File: config.mk
export PLATFORM = sky130hd
export DESIGN_NAME = round_timer
export DESIGN_NICKNAME = d
export VERILOG_FILES = /design/src/rtl/timer_pkg.sv /design/src/rtl/edge_sync.sv /design/src/rtl/round_timer.sv
export SDC_FILE = /design/constraint.sdc
export NUM_CORES = 1
export LEC_CHECK = 0
export BUFFER_PORTS_ARGS = -buffer_cell sky130_fd_sc_hd__buf_4
export CORE_UTILIZATION = 45
export DETAILED_ROUTE_END_ITERATION = 12
export PLACE_DENSITY = 0.72
export RECOVER_POWER = 50
export SLEW_MARGIN = 20
export SYNTH_ARGS = -nofsm -noshare
export SYNTH_HDL_FRONTEND = slang
export SYNTH_HIERARCHICAL = 1
export SYNTH_SLANG_ARGS = --single-unit
File: constraint.sdc
create_clock -name clk_100mhz -period 4.74 [get_ports clk_100mhz]
set_input_delay 0.474 -clock clk_100mhz [delete_from_list [all_inputs] [get_ports clk_100mhz]]
set_output_delay 0.474 -clock clk_100mhz [all_outputs]
set_load 0.005 [all_outputs]
File: src/rtl/timer_pkg.sv
// rtl/timer_pkg.sv - shared state encoding and BCD digit widths for the round timer
package timer_pkg;

    typedef enum logic [1:0] {
        IDLE    = 2'd0,
        RUN     = 2'd1,
        PAUSE   = 2'd2,
        EXPIRED = 2'd3
    } state_t;

    localparam int MIN_W  = 4;
    localparam int TENS_W = 3;
    localparam int ONES_W = 4;

endpackage

File: src/rtl/edge_sync.sv
// rtl/edge_sync.sv - slow-clock synchronizer with rising-edge and any-edge strobes
module edge_sync #(
    parameter int STAGES = 2
) (
    input  logic clk,
    input  logic rst_n,
    input  logic din,
    output logic rise,
    output logic any_edge
);

    logic [STAGES-1:0] sync_q;
    logic [STAGES-1:0] fill_q;
    logic              synced;
    logic              synced_d;
    logic              armed;

    assign synced = sync_q[STAGES-1];

    // Strobes stay off until the chain holds real input and has seen it low,
    // so an input already high at reset release is not taken as an edge.
    always_ff @(posedge clk or negedge rst_n) begin
        if (!rst_n) begin
            sync_q   <= '0;
            fill_q   <= '0;
            synced_d <= 1'b0;
            armed    <= 1'b0;
        end else begin
            sync_q   <= {sync_q[STAGES-2:0], din};
            fill_q   <= {fill_q[STAGES-2:0], 1'b1};
            synced_d <= synced;
            armed    <= armed | (fill_q[STAGES-1] & ~synced);
        end
    end

    assign rise     = armed & synced & ~synced_d;
    assign any_edge = armed & (synced ^ synced_d);

endmodule

File: src/rtl/round_timer.sv
// rtl/round_timer.sv - BCD M:SS round countdown with warn/blink and expiry strobe
module round_timer
    import timer_pkg::*;
#(
    parameter int ROUND_SECS  = 180,
    parameter int WARN_SECS   = 10,
    parameter int SYNC_STAGES = 2
) (
    input  logic              clk_100mhz,
    input  logic              rst_n,
    input  logic              clk_500ms,
    input  logic              start,
    input  logic              pause,
    input  logic              clear,
    output logic [MIN_W-1:0]  time_min,
    output logic [TENS_W-1:0] time_sec_tens,
    output logic [ONES_W-1:0] time_sec_ones,
    output logic              running,
    output logic              warn,
    output logic              blink,
    output logic              expired,
    output logic              expire_pulse
);

    localparam logic [MIN_W-1:0]  LD_MIN  = MIN_W'(ROUND_SECS / 60);
    localparam logic [TENS_W-1:0] LD_TENS = TENS_W'((ROUND_SECS % 60) / 10);
    localparam logic [ONES_W-1:0] LD_ONES = ONES_W'(ROUND_SECS % 10);
    localparam logic [MIN_W-1:0]  W_MIN   = MIN_W'(WARN_SECS / 60);
    localparam logic [TENS_W-1:0] W_TENS  = TENS_W'((WARN_SECS % 60) / 10);
    localparam logic [ONES_W-1:0] W_ONES  = ONES_W'(WARN_SECS % 10);

    state_t            state, state_nxt;
    logic [MIN_W-1:0]  min_nxt;
    logic [TENS_W-1:0] tens_nxt;
    logic [ONES_W-1:0] ones_nxt;
    logic              sec_tick, half_tick;
    logic              at_one, nxt_zero, nxt_above_warn;
    logic              warn_nxt, blink_nxt, blink_adv;

    edge_sync #(.STAGES(SYNC_STAGES)) u_edge_sync (
        .clk      (clk_100mhz),
        .rst_n    (rst_n),
        .din      (clk_500ms),
        .rise     (sec_tick),
        .any_edge (half_tick)
    );

    assign at_one = (time_min == '0) && (time_sec_tens == '0) && (time_sec_ones == ONES_W'(1));

    always_comb begin
        state_nxt = state;
        min_nxt   = time_min;
        tens_nxt  = time_sec_tens;
        ones_nxt  = time_sec_ones;
        blink_adv = 1'b0;
        if (clear) begin
            state_nxt = IDLE;
            min_nxt   = LD_MIN;
            tens_nxt  = LD_TENS;
            ones_nxt  = LD_ONES;
        end else if (start) begin
            state_nxt = RUN;
            min_nxt   = LD_MIN;
            tens_nxt  = LD_TENS;
            ones_nxt  = LD_ONES;
        end else if (pause) begin
            if (state == RUN)
                state_nxt = PAUSE;
            else if (state == PAUSE)
                state_nxt = RUN;
        end else if (state == RUN) begin
            blink_adv = half_tick;
            if (sec_tick) begin
                // Digit-wise borrow chain: ones 0->9, tens 0->5, then minutes.
                if (time_sec_ones != '0) begin
                    ones_nxt = time_sec_ones - ONES_W'(1);
                end else begin
                    ones_nxt = ONES_W'(9);
                    if (time_sec_tens != '0) begin
                        tens_nxt = time_sec_tens - TENS_W'(1);
                    end else begin
                        tens_nxt = TENS_W'(5);
                        min_nxt  = time_min - MIN_W'(1);
                    end
                end
                if (at_one)
                    state_nxt = EXPIRED;
            end
        end
    end

    always_comb begin
        nxt_zero       = (min_nxt == '0) && (tens_nxt == '0) && (ones_nxt == '0);
        nxt_above_warn = (min_nxt > W_MIN) ||
                         ((min_nxt == W_MIN) && ((tens_nxt > W_TENS) ||
                          ((tens_nxt == W_TENS) && (ones_nxt > W_ONES))));
        warn_nxt  = ((state_nxt == RUN) || (state_nxt == PAUSE)) && !nxt_above_warn && !nxt_zero;
        blink_nxt = 1'b0;
        if (warn_nxt && warn)
            blink_nxt = blink_adv ? ~blink : blink;
    end

    always_ff @(posedge clk_100mhz or negedge rst_n) begin
        if (!rst_n) begin
            state         <= IDLE;
            time_min      <= LD_MIN;
            time_sec_tens <= LD_TENS;
            time_sec_ones <= LD_ONES;
            running       <= 1'b0;
            warn          <= 1'b0;
            blink         <= 1'b0;
            expired       <= 1'b0;
            expire_pulse  <= 1'b0;
        end else begin
            state         <= state_nxt;
            time_min      <= min_nxt;
            time_sec_tens <= tens_nxt;
            time_sec_ones <= ones_nxt;
            running       <= (state_nxt == RUN);
            warn          <= warn_nxt;
            blink         <= blink_nxt;
            expired       <= (state_nxt == EXPIRED);
            expire_pulse  <= (state_nxt == EXPIRED) && (state != EXPIRED);
        end
    end

endmodule

### Yosys cells after proc, flatten, opt, wreduce, memory -nomap -nowiden

Cells that the tools add are included.

| operators by class | value |
|---|---|
| add/subtract/negate cells | 3 |
| order comparisons | 3 |
| equality and inequality tests | 9 |
| multiplexer cells | 34 |
| bitwise logic cells | 9 |
| reduce and logical (&&, ||, !) cells | 22 |

Operators with widths:

| operator | count |
|---|---|
| $mux W4 | 13 |
| $mux W3 | 7 |
| $mux W2 | 8 |
| $logic_not A4 Y1 | 3 |
| $logic_and A1 B1 Y1 | 10 |
| $gt A4 B1 Y1 const B | 2 |
| $sub A4 B1 Y4 const B | 2 |
| $eq A2 B2 Y1 const B | 3 |
| $logic_not A3 Y1 | 2 |
| $mux W1 | 6 |
| $and A1 B1 Y1 | 4 |
| $eq A2 B1 Y1 const B | 2 |
| $eq A4 B1 Y1 const B | 1 |
| $ne A2 B2 Y1 const B | 2 |
| $reduce_bool A4 Y1 | 1 |
| $eq A3 B1 Y1 const B | 1 |
| $gt A3 B1 Y1 const B | 1 |
| $logic_or A1 B1 Y1 | 3 |
| $not A1 Y1 | 3 |
| $reduce_bool A3 Y1 | 1 |
| $sub A3 B1 Y3 const B | 1 |
| $logic_not A1 Y1 | 2 |
| $or A1 B1 Y1 | 1 |
| $xor A1 B1 Y1 | 1 |

| storage, ports and cells | value |
|---|---|
| register bits after elaboration | 24 |

### Longest topological paths before layout

Gate-level depths: netlist (run 1).

| logic depth | value |
|---|---|
| depth after elaboration | 18 |
| gate-level depth with buffers | 11 |
| mapped depth without buffers | 11 |

### By module

Netlist (run 1), hierarchy kept.

Modules (own cells, without submodules):

| module | instances | cells an instance | area each (µm²) | seq. area each (µm²) |
|---|---|---|---|---|
| round_timer | 1 | 98 | 997.2 | 452.9 |
| edge_sync | 1 | 13 | 187.7 | 150.1 |

### Worst setup path before layout (run 1)

No wires, ideal clock.

| path | value |
|---|---|
| path kind | register -> register |
| start point | register time_sec_tens[2] |
| end point | register blink |
| setup time | 0.096 ns |
| data arrival time | 2.047 ns |
| setup slack | 2.597 ns |
| stages on the path, launching flop included | 10 |
| cell sequence | dfrtp_1 > or3_1 > nor3_1 > o21ai_1 > o21ai_1 > nand2_1 > ha_1 > nor4_1 > nand4_1 > nor4_2 |

| on the way | value |
|---|---|
| cells in the longest elaborated chain, start to end | 18 |
| elaborated cells on any way between the ends | 46 |
| those cells by class | add/sub (1); order compare (2); eq/ne (4); mux (21); reduce/logical (18) |

Ends and longest elaborated chain:

| element | RTL line | text |
|---|---|---|
| start, declared | round_timer.sv:16 | `output logic [TENS_W-1:0] time_sec_tens,` |
| start signal, assigned | round_timer.sv:117 | `time_sec_tens <= tens_nxt;` |
| parallel branches: the longest is 15 deep, another holds $sub A3 B1 Y3 | -- |  |
| $logic_and A1 B1 Y1 * | round_timer.sv:97 | `warn_nxt = ((state_nxt == RUN) \|\| (state_nxt == PAUSE)) && !nxt_above_warn && !nxt_zero;` |
| $logic_and A1 B1 Y1 * | round_timer.sv:99 | `if (warn_nxt && warn)` |
| $ne A2 B2 Y1 (no line) / $mux W1 (equally long branches) | -- |  |
| end signal, assigned | round_timer.sv:121 | `blink <= blink_nxt;` |
| end, declared | round_timer.sv:20 | `output logic blink,` |

Every way passes the cells marked *.
A chain may end at the register's enable or synchronous reset.

### Worst setup path after layout (run 1)

| path | value |
|---|---|
| start point | register u_edge_sync.sync_q[1] |
| end point | register blink |

| on the way | value |
|---|---|
| cells in the longest elaborated chain, start to end | 17 |
| elaborated cells on any way between the ends | 51 |
| those cells by class | order compare (3); eq/ne (4); mux (25); bitwise (4); reduce/logical (15) |

Ends and longest elaborated chain:

| element | RTL line | text |
|---|---|---|
| start, declared | edge_sync.sv:12 | `logic [STAGES-1:0] sync_q;` |
| start signal, assigned | edge_sync.sv:29 | `sync_q <= {sync_q[STAGES-2:0], din};` |
| $and A1 B1 Y1 * (2 in series) | edge_sync.sv:36 | `assign rise = armed & synced & ~synced_d;` |
| named net sec_tick | round_timer.sv:36 | `logic sec_tick, half_tick;` |
| $mux W4 * | round_timer.sv:73 | `if (sec_tick) begin` |
| $mux W4 * | round_timer.sv:71 | `end else if (state == RUN) begin` |
| $mux W4 * | round_timer.sv:66 | `end else if (pause) begin` |
| $mux W4 * | round_timer.sv:61 | `end else if (start) begin` |
| $mux W4 * | round_timer.sv:56 | `if (clear) begin` |
| named net ones_nxt[1] | round_timer.sv:35 | `logic [ONES_W-1:0] ones_nxt;` |
| (+2 left out) | -- |  |
| $logic_or A1 B1 Y1 | round_timer.sv:95 | `((min_nxt == W_MIN) && ((tens_nxt > W_TENS) \|\|` |
| $logic_and A1 B1 Y1 | round_timer.sv:95 |  |
| $logic_or A1 B1 Y1 | round_timer.sv:94 | `nxt_above_warn = (min_nxt > W_MIN) \|\|` |
| $logic_not A1 Y1 | round_timer.sv:97 |  |
| $logic_and A1 B1 Y1 | round_timer.sv:97 |  |
| $logic_and A1 B1 Y1 * | round_timer.sv:97 |  |
| $logic_and A1 B1 Y1 * | round_timer.sv:99 |  |
| $ne A2 B2 Y1 (no line) / $mux W1 (equally long branches) | -- |  |

Mark *: on every way through the listed nets, which the timed path passes. The rest lies on a longest branch.

==> metrics.yaml, run 1 <==
clocking:
  cts.sinks: 24
  clock_latency_ns: 0.32
  cts_hold_buf: 0
  cts_tree: "yes"
  cts_buffer_depth: 2
  htreeDepth: 1
  cts.clk_slew.worst_paths_ns: 0.12
  ctsResizeCount: 0
  cts_root_buf: "clkbuf_4"
  post_cts_buffers: 0
  numCtsBuffers: 3
detailed_routing:
  wl_per_cell_um: 13.4
  vias_per_cell: 5.50
  drtIter0Drc: 18
  ant_nets: 0
  drc: 0
  drt_pass1_iterations: 4
  finalWirelength_um: 2200
  vias: 902
timing:
  fin_crit_sh_pct: 52.3
  worst_slack_ns: 2.26
  worst_pin_slew_ns: 1.24
  max_freq_ghz: 0.403
  hold_viol: 0
  setup-violations-final: 0
  finClkSkew_ns: 0.00801
  tns_ns: 0
  finalMaxSlewViolations: 0
  max-slew-margin-rel_pct: 17.4
  finalCriticalPeriod_ns: 2.48
  rsz0062_at_grt: "no"
  fin_hold_ws_ns: 0.281
global_routing:
  overflow: 0
  first_global_vias: 834
  grt_max_degree: 25
  track_usage_pct: 18.3
  grt_first_pass_wirelength_um: 3620
  antenna_found_initial: 0
power:
  leakage_nw: 0.664
  ir_worst_vdd_mv: 0.195
  power.total_mw: 0.342
  power_density_nw_per_um2: 245
setup_path:
  arrival_ns: 2.71
  critical_path.max_fanout: 9
  endpoint_kind: "flop"
  reg2reg_depth: 7
  critPathLaunchType: "flop"
  criticalPathCategory: "flop to flop"
  cp.required_ns: 4.97
floorplanning:
  die_x_um: 53.3
  design.core.area_um2: 2480
  start_util_pct: 47.8
  die_y_um: 53.3
  row_count: 18
  io_pins: 22
  dieArea_um2: 2840
yosys:
  synth.avg_cell_area_um2: 10.7
  syn_area_um2: 1180
  ys_seq_elements: 24
  syn_nets: 123
  synth_largest_area_cell: "dfrtp_1"
  yosysWarnings: 6
  synth.most_common_cell: "dfrtp_1"
  synthArstFlopShare_pct: 100
  yosys_most_used_dff: "dfrtp_1"
  synthCells: 111
  yosysSeqAreaShare_pct: 50.9
  ys_top_cells_by_area: "dfrtp_1 (46%), ha_1 (6.3%), dfstp_2 (4.4%)"
  synth_top_area_share_pct: 46.5
  synth_cell_type_count: 38
  netlist_top_cells_count: "dfrtp_1 (22), nand2_1 (12), nor2_1 (10)"
  synth_enable_flop_cells: 0
hold_path:
  min_path_type: "primary input to flop"
  hold_depth: 1
final_layout:
  nets: 147
  antenna_cells: 0
  post-route-util_pct: 56.4
  areaGrowthSynthToFinish_pct: 17.8
  fin_cells: 164
  stdcell_area_um2: 1400
  drive_above_1_share_pct: 26.1
status:
  outcome: "completed"
place:
  dp_hpwl_um: 1670
  dp.cells: 160
  post_dp_cell_area_um2: 1360
  gp_congestion: 0.817
  pre_cts_ws_ns: 2.21
  portBuffers: 21
job:
  drv_cap: 0
-- flip-flops by register name (all words and copies together), names as in the netlist --
signal / cells
u_edge_sync/armed: 1
expired: 1
u_edge_sync/synced_d: 1
time_sec_ones: 4
blink: 1
warn: 1
time_min: 4
u_edge_sync/sync_q: 2
expire_pulse: 1
time_sec_tens: 3
u_edge_sync/fill_q: 2
state: 2
running: 1
-- critical path, cell delays in order (launching register included) --
cell and delay, ns:
dfrtp_1 0.41, nand2_1 0.07, nor2_1 0.17, nand4bb_1 0.38, a32o_1 0.42, or4_4 0.52
xnor2_1 0.17, nor4_2 0.25
-- cell families (layout without fill, tap and decap cells) --
logic type	count (synthesis)	in the layout	share of synthesized area, %
buffers and inverters	9	32	3.59
and+or+nand+nor	45	45	21.6
other	1	1	0.316
adders and majority gates	6	6	6.34
xor gates and xnor gates	6	6	4.44
AOI/OAI and AO/OA	20	20	12.8
DFF	24	24	50.9
-- layout make-up --
class,instances,area (µm²)
Clock buffer,4,36.3
Fill cell,227,1080
Inverter,7,26.3
Multi-Input combinational cell,78,539
Sequential cell,24,603
Tap cell,30,37.5
Timing Repair Buffer,21,154
-- routing by layer --
metal	GRT usage [%]	wire length, µm	vias up
met5	0	0	-
met4	10.5	50	0
met3	3.16	112	7
met2	28.1	1070	27
met1	23.9	962	439
li1	-	-	429
-- report_power, final --
part / switching [mW] / total (mW) / internal (mW) / leakage, nW
combinational: 0.0145 / 0.0237 / 0.00916 / 0.334
sequential: 0.00282 / 0.212 / 0.209 / 0.309
clock: 0.0596 / 0.107 / 0.0470 / 0.0210
total: 0.0769 / 0.342 / 0.265 / 0.664
-- path summary, 6_finish.rpt --
kind | from | end | slack [ns]
min in group asynchronous | rst_n | state[0]$_DFF_PN0_ | 0.39
min reg2reg | u_edge_sync/sync_q[0]$_DFF_PN0_ | u_edge_sync/sync_q[1]$_DFF_PN0_ | 0.36
max reg2reg | u_edge_sync/sync_q[1]$_DFF_PN0_ | blink$_DFFE_PN0P_ | 2.26
max in group asynchronous | rst_n | u_edge_sync/fill_q[1]$_DFF_PN0_ | 3.62
min | clk_500ms | u_edge_sync/sync_q[0]$_DFF_PN0_ | 0.28
max | u_edge_sync/sync_q[1]$_DFF_PN0_ | blink$_DFFE_PN0P_ | 2.26
-- placed cells by master (no fill, tap or decap), types with 3 or more instances in the layout --
master	Yosys	layout
xnor2_1	3	3
nand3_1	3	3
o21ai_1	3	3
buf_4	0	18
xor2_1	3	3
a21oi_1	6	6
nand2_1	12	12
dfrtp_1	22	22
ha_1	6	6
nor2_1	10	10
inv_1	7	7
clkbuf_4	0	5
No activity file was read; power rests on OpenSTA's default activity.
==> inputs of run 2 (changes only) <==
--- a/config.mk
+++ b/config.mk
@@ -8,7 +8,7 @@
 export BUFFER_PORTS_ARGS = -buffer_cell sky130_fd_sc_hd__buf_4
 export CORE_UTILIZATION = 45
 export DETAILED_ROUTE_END_ITERATION = 12
-export PLACE_DENSITY = 0.72
+export PLACE_DENSITY = 0.74
 export RECOVER_POWER = 50
 export SLEW_MARGIN = 20
 export SYNTH_ARGS = -nofsm -noshare
==> constraint.sdc (replaced) <==
create_clock -name clk_100mhz -period 2.16 [get_ports clk_100mhz]
set_input_delay 0.216 -clock clk_100mhz [delete_from_list [all_inputs] [get_ports clk_100mhz]]
set_output_delay 0.216 -clock clk_100mhz [all_outputs]
set_load 0.005 [all_outputs]
==> metrics.yaml, run 2 (synthesized netlist as in run 1, its figures left out) <==
status:
  outcome: "finished with violations"  # was completed
  violations: "setup timing"
place:
  gp_congestion: 0.799  # was 0.817
  dp_hpwl_um: 1810  # was 1670 µm
  portBuffers: 21  # unchanged
global_routing:
  grt_first_pass_wirelength_um: 4010  # was 3620 µm
  overflow: 0  # unchanged
  first_global_vias: 910  # was 834
  grt_max_degree: 25  # unchanged
  antenna_found_initial: 0  # unchanged
  track_usage_pct: 20.5  # was 18.3%
final_layout:
  nets: 166  # was 147
  areaGrowthSynthToFinish_pct: 34.4  # was 17.8%
  fillers: 207  # was 227
  layout_common_cells: "buf_4 (34), dfrtp_1 (20), nand2_1 (12), nor2_1 (7), inv_1 (7)"  # was dfrtp_1 (22), buf_4 (18), nand2_1 (12), nor2_1 (10), inv_1 (7)
  antenna_cells: 0  # unchanged
  layout_commonest_cell: "buf_4"  # was dfrtp_1
  ff_latch_area_um2: 606  # was 603 µm²
  multi_input_area_um2: 586  # was 539 µm²
  post-route-util_pct: 64.3  # was 56.4%
  drive_above_1_share_pct: 41.2  # was 26.1%
  reg_top3: "time_min: 4 flops, time_sec_ones: 4 flops, time_sec_tens: 3 flops"  # unchanged
timing:
  worst_pin_slew_ns: 1.23  # was 1.24 ns
  finalCriticalPeriod_ns: 2.26  # was 2.48 ns
  fin_crit_sh_pct: 104  # was 52.3%
  finalMaxSlewViolations: 0  # unchanged
  finClkSkew_ns: 0.00977  # was 0.00801 ns
  worst_slack_ns: -0.0957  # was 2.26 ns
  rsz0062_at_grt: "yes"  # was no
  max_freq_ghz: 0.443  # was 0.403 GHz
  setup-violations-final: 3  # was 0
  max-slew-margin-rel_pct: 17.8  # was 17.4%
  hold_viol: 0  # unchanged
setup_path:
  reg2reg_depth: 9  # was 7
  critical_path.max_fanout: 2  # was 9
  r2r_slack_ns: -0.1  # was 2.26 ns
  criticalPathCategory: "flop to flop"  # unchanged
  r2r_start: "time_sec_tens[2]$_DFF_PN0_"  # was u_edge_sync/sync_q[1]$_DFF_PN0_
  critPathLaunchType: "flop"  # unchanged
  cp.required_ns: 2.38  # was 4.97 ns
  arrival_ns: 2.48  # was 2.71 ns
  endpoint_kind: "flop"  # unchanged
  r2r_end: "blink$_DFFE_PN0P_"  # unchanged
power:
  power_density_nw_per_um2: 480  # was 245 nW/µm²
  ir_worst_vdd_mv: 0.386  # was 0.195 mV
  leakage_nw: 0.748  # was 0.664 nW
  power.total_mw: 0.765  # was 0.342 mW
detailed_routing:
  wl_per_cell_um: 14.5  # was 13.4 µm
  drc: 0  # unchanged
  vias_per_cell: 5.49  # was 5.50
  drt_pass1_iterations: 4  # unchanged
  vias: 1004  # was 902
  ant_nets: 0  # unchanged
  drtIter0Drc: 21  # was 18
  finalWirelength_um: 2660  # was 2200 µm
floorplanning:
  die_x_um: 53.3  # unchanged
  row_count: 18  # unchanged
  io_pins: 22  # unchanged
  die_y_um: 53.3  # unchanged
  start_util_pct: 47.8  # unchanged
  dieArea_um2: 2840  # unchanged
  design.core.area_um2: 2480  # unchanged
hold_path:
  holdPathEnd: "state[0]$_DFF_PN0_"  # was u_edge_sync/sync_q[0]$_DFF_PN0_
  hold_depth: 2  # was 1
  worstHoldStart: "clear"  # was clk_500ms
  min_path_type: "primary input to flop"  # unchanged
clocking:
  cts.sinks: 24  # unchanged
  clock_latency_ns: 0.31  # was 0.32 ns
  cts_buffer_depth: 2  # unchanged
  cts_root_buf: "clkbuf_4"  # unchanged
  cts.clk_slew.worst_paths_ns: 0.13  # was 0.12 ns
  numCtsBuffers: 3  # unchanged
  cts_tree: "yes"  # unchanged
  htreeDepth: 1  # unchanged
job:
  drv_cap: 0  # unchanged
[run 2: changes by cell type in the layout (fill, tap and decap cells not counted), moves of 2 or more]
cell	previous run	this run
buf_4	18	34
dfrtp_1	22	20
dfrtp_2	0	2
dlygate4sd3_1	0	2
nor2_1	10	7
nor2_2	0	3
nor3_1	2	0
[run 2: repair_timing]
action	4_1_cts	5_1_grt
hold endpoints to repair	22	1
buffers inserted	6	0
hold buffers	1	1
setup endpoints to repair	2	4
gates resized for setup	8	6
pin swaps	6	1
[run 2: through the flow]
stage	worst slack, ns	hold WS, ns	std cells	area [µm²]	TNS [ns]
floorplan	0.0171	-0.0796	111	1180	0
global placement	0.0213	0.127	171	1450	0
detailed placement	-0.114	0.125	171	1450	-0.168
CTS	-0.0499	0.00127	182	1570	-0.0620
global route	-0.186	0.0773	183	1590	-0.439
finish	-0.0957	0.100	183	1590	-0.194
[run 2: final cells by class]
type                       instances  area share, %
timing repair buffer              40           18.9
sequential                        24           38.0
tap                               30           2.36
clock buffer                       4           2.28
inverter                           7           1.65
multi-input combinational         78           36.8
[run 2: where the power goes]
part	switching (mW)	total, mW	internal, mW
clock network	0.130	0.233	0.103
logic	0.0384	0.0690	0.0306
registers	0.00496	0.463	0.458
total	0.173	0.765	0.592
[run 2: worst max-delay path, cell delays in order (launching register included)]
cell and delay, ns:
dfrtp_1 0.42, or3_4 0.41, nor3_2 0.12, o21ai_1 0.07
o21ai_1 0.10, nand2_1 0.07, ha_1 0.34, nor4_2 0.26
nand4_1 0.21, nor4_2 0.17
[run 2: how the worst max path moves through the flow]
stage	startpoint	to	slack (ns)	depth (start not counted)
after global placement	u_edge_sync/armed$_DFF_PN0_	blink$_DFFE_PN0P_	0.02	8
final	time_sec_tens[2]$_DFF_PN0_	blink$_DFFE_PN0P_	-0.1	9
after global routing	time_sec_tens[2]$_DFF_PN0_	blink$_DFFE_PN0P_	-0.19	9
after detailed placement	time_sec_tens[2]$_DFF_PN0_	blink$_DFFE_PN0P_	-0.11	9
after floorplan	time_sec_tens[2]$_DFF_PN0_	blink$_DFFE_PN0P_	0.02	9
after CTS	time_sec_tens[2]$_DFF_PN0_	warn$_DFF_PN0_	-0.05	9
[run 2: metal layers]
layer	routed length (µm)	share of wire, %	vias up	global-route usage [%]
met4	15	0.56	0	7.89
met2	1360	51	25	31.5
li1	-	-	468	-
met3	101	3.8	2	6.03
met5	0	0	-	0
met1	1180	44	509	26.8
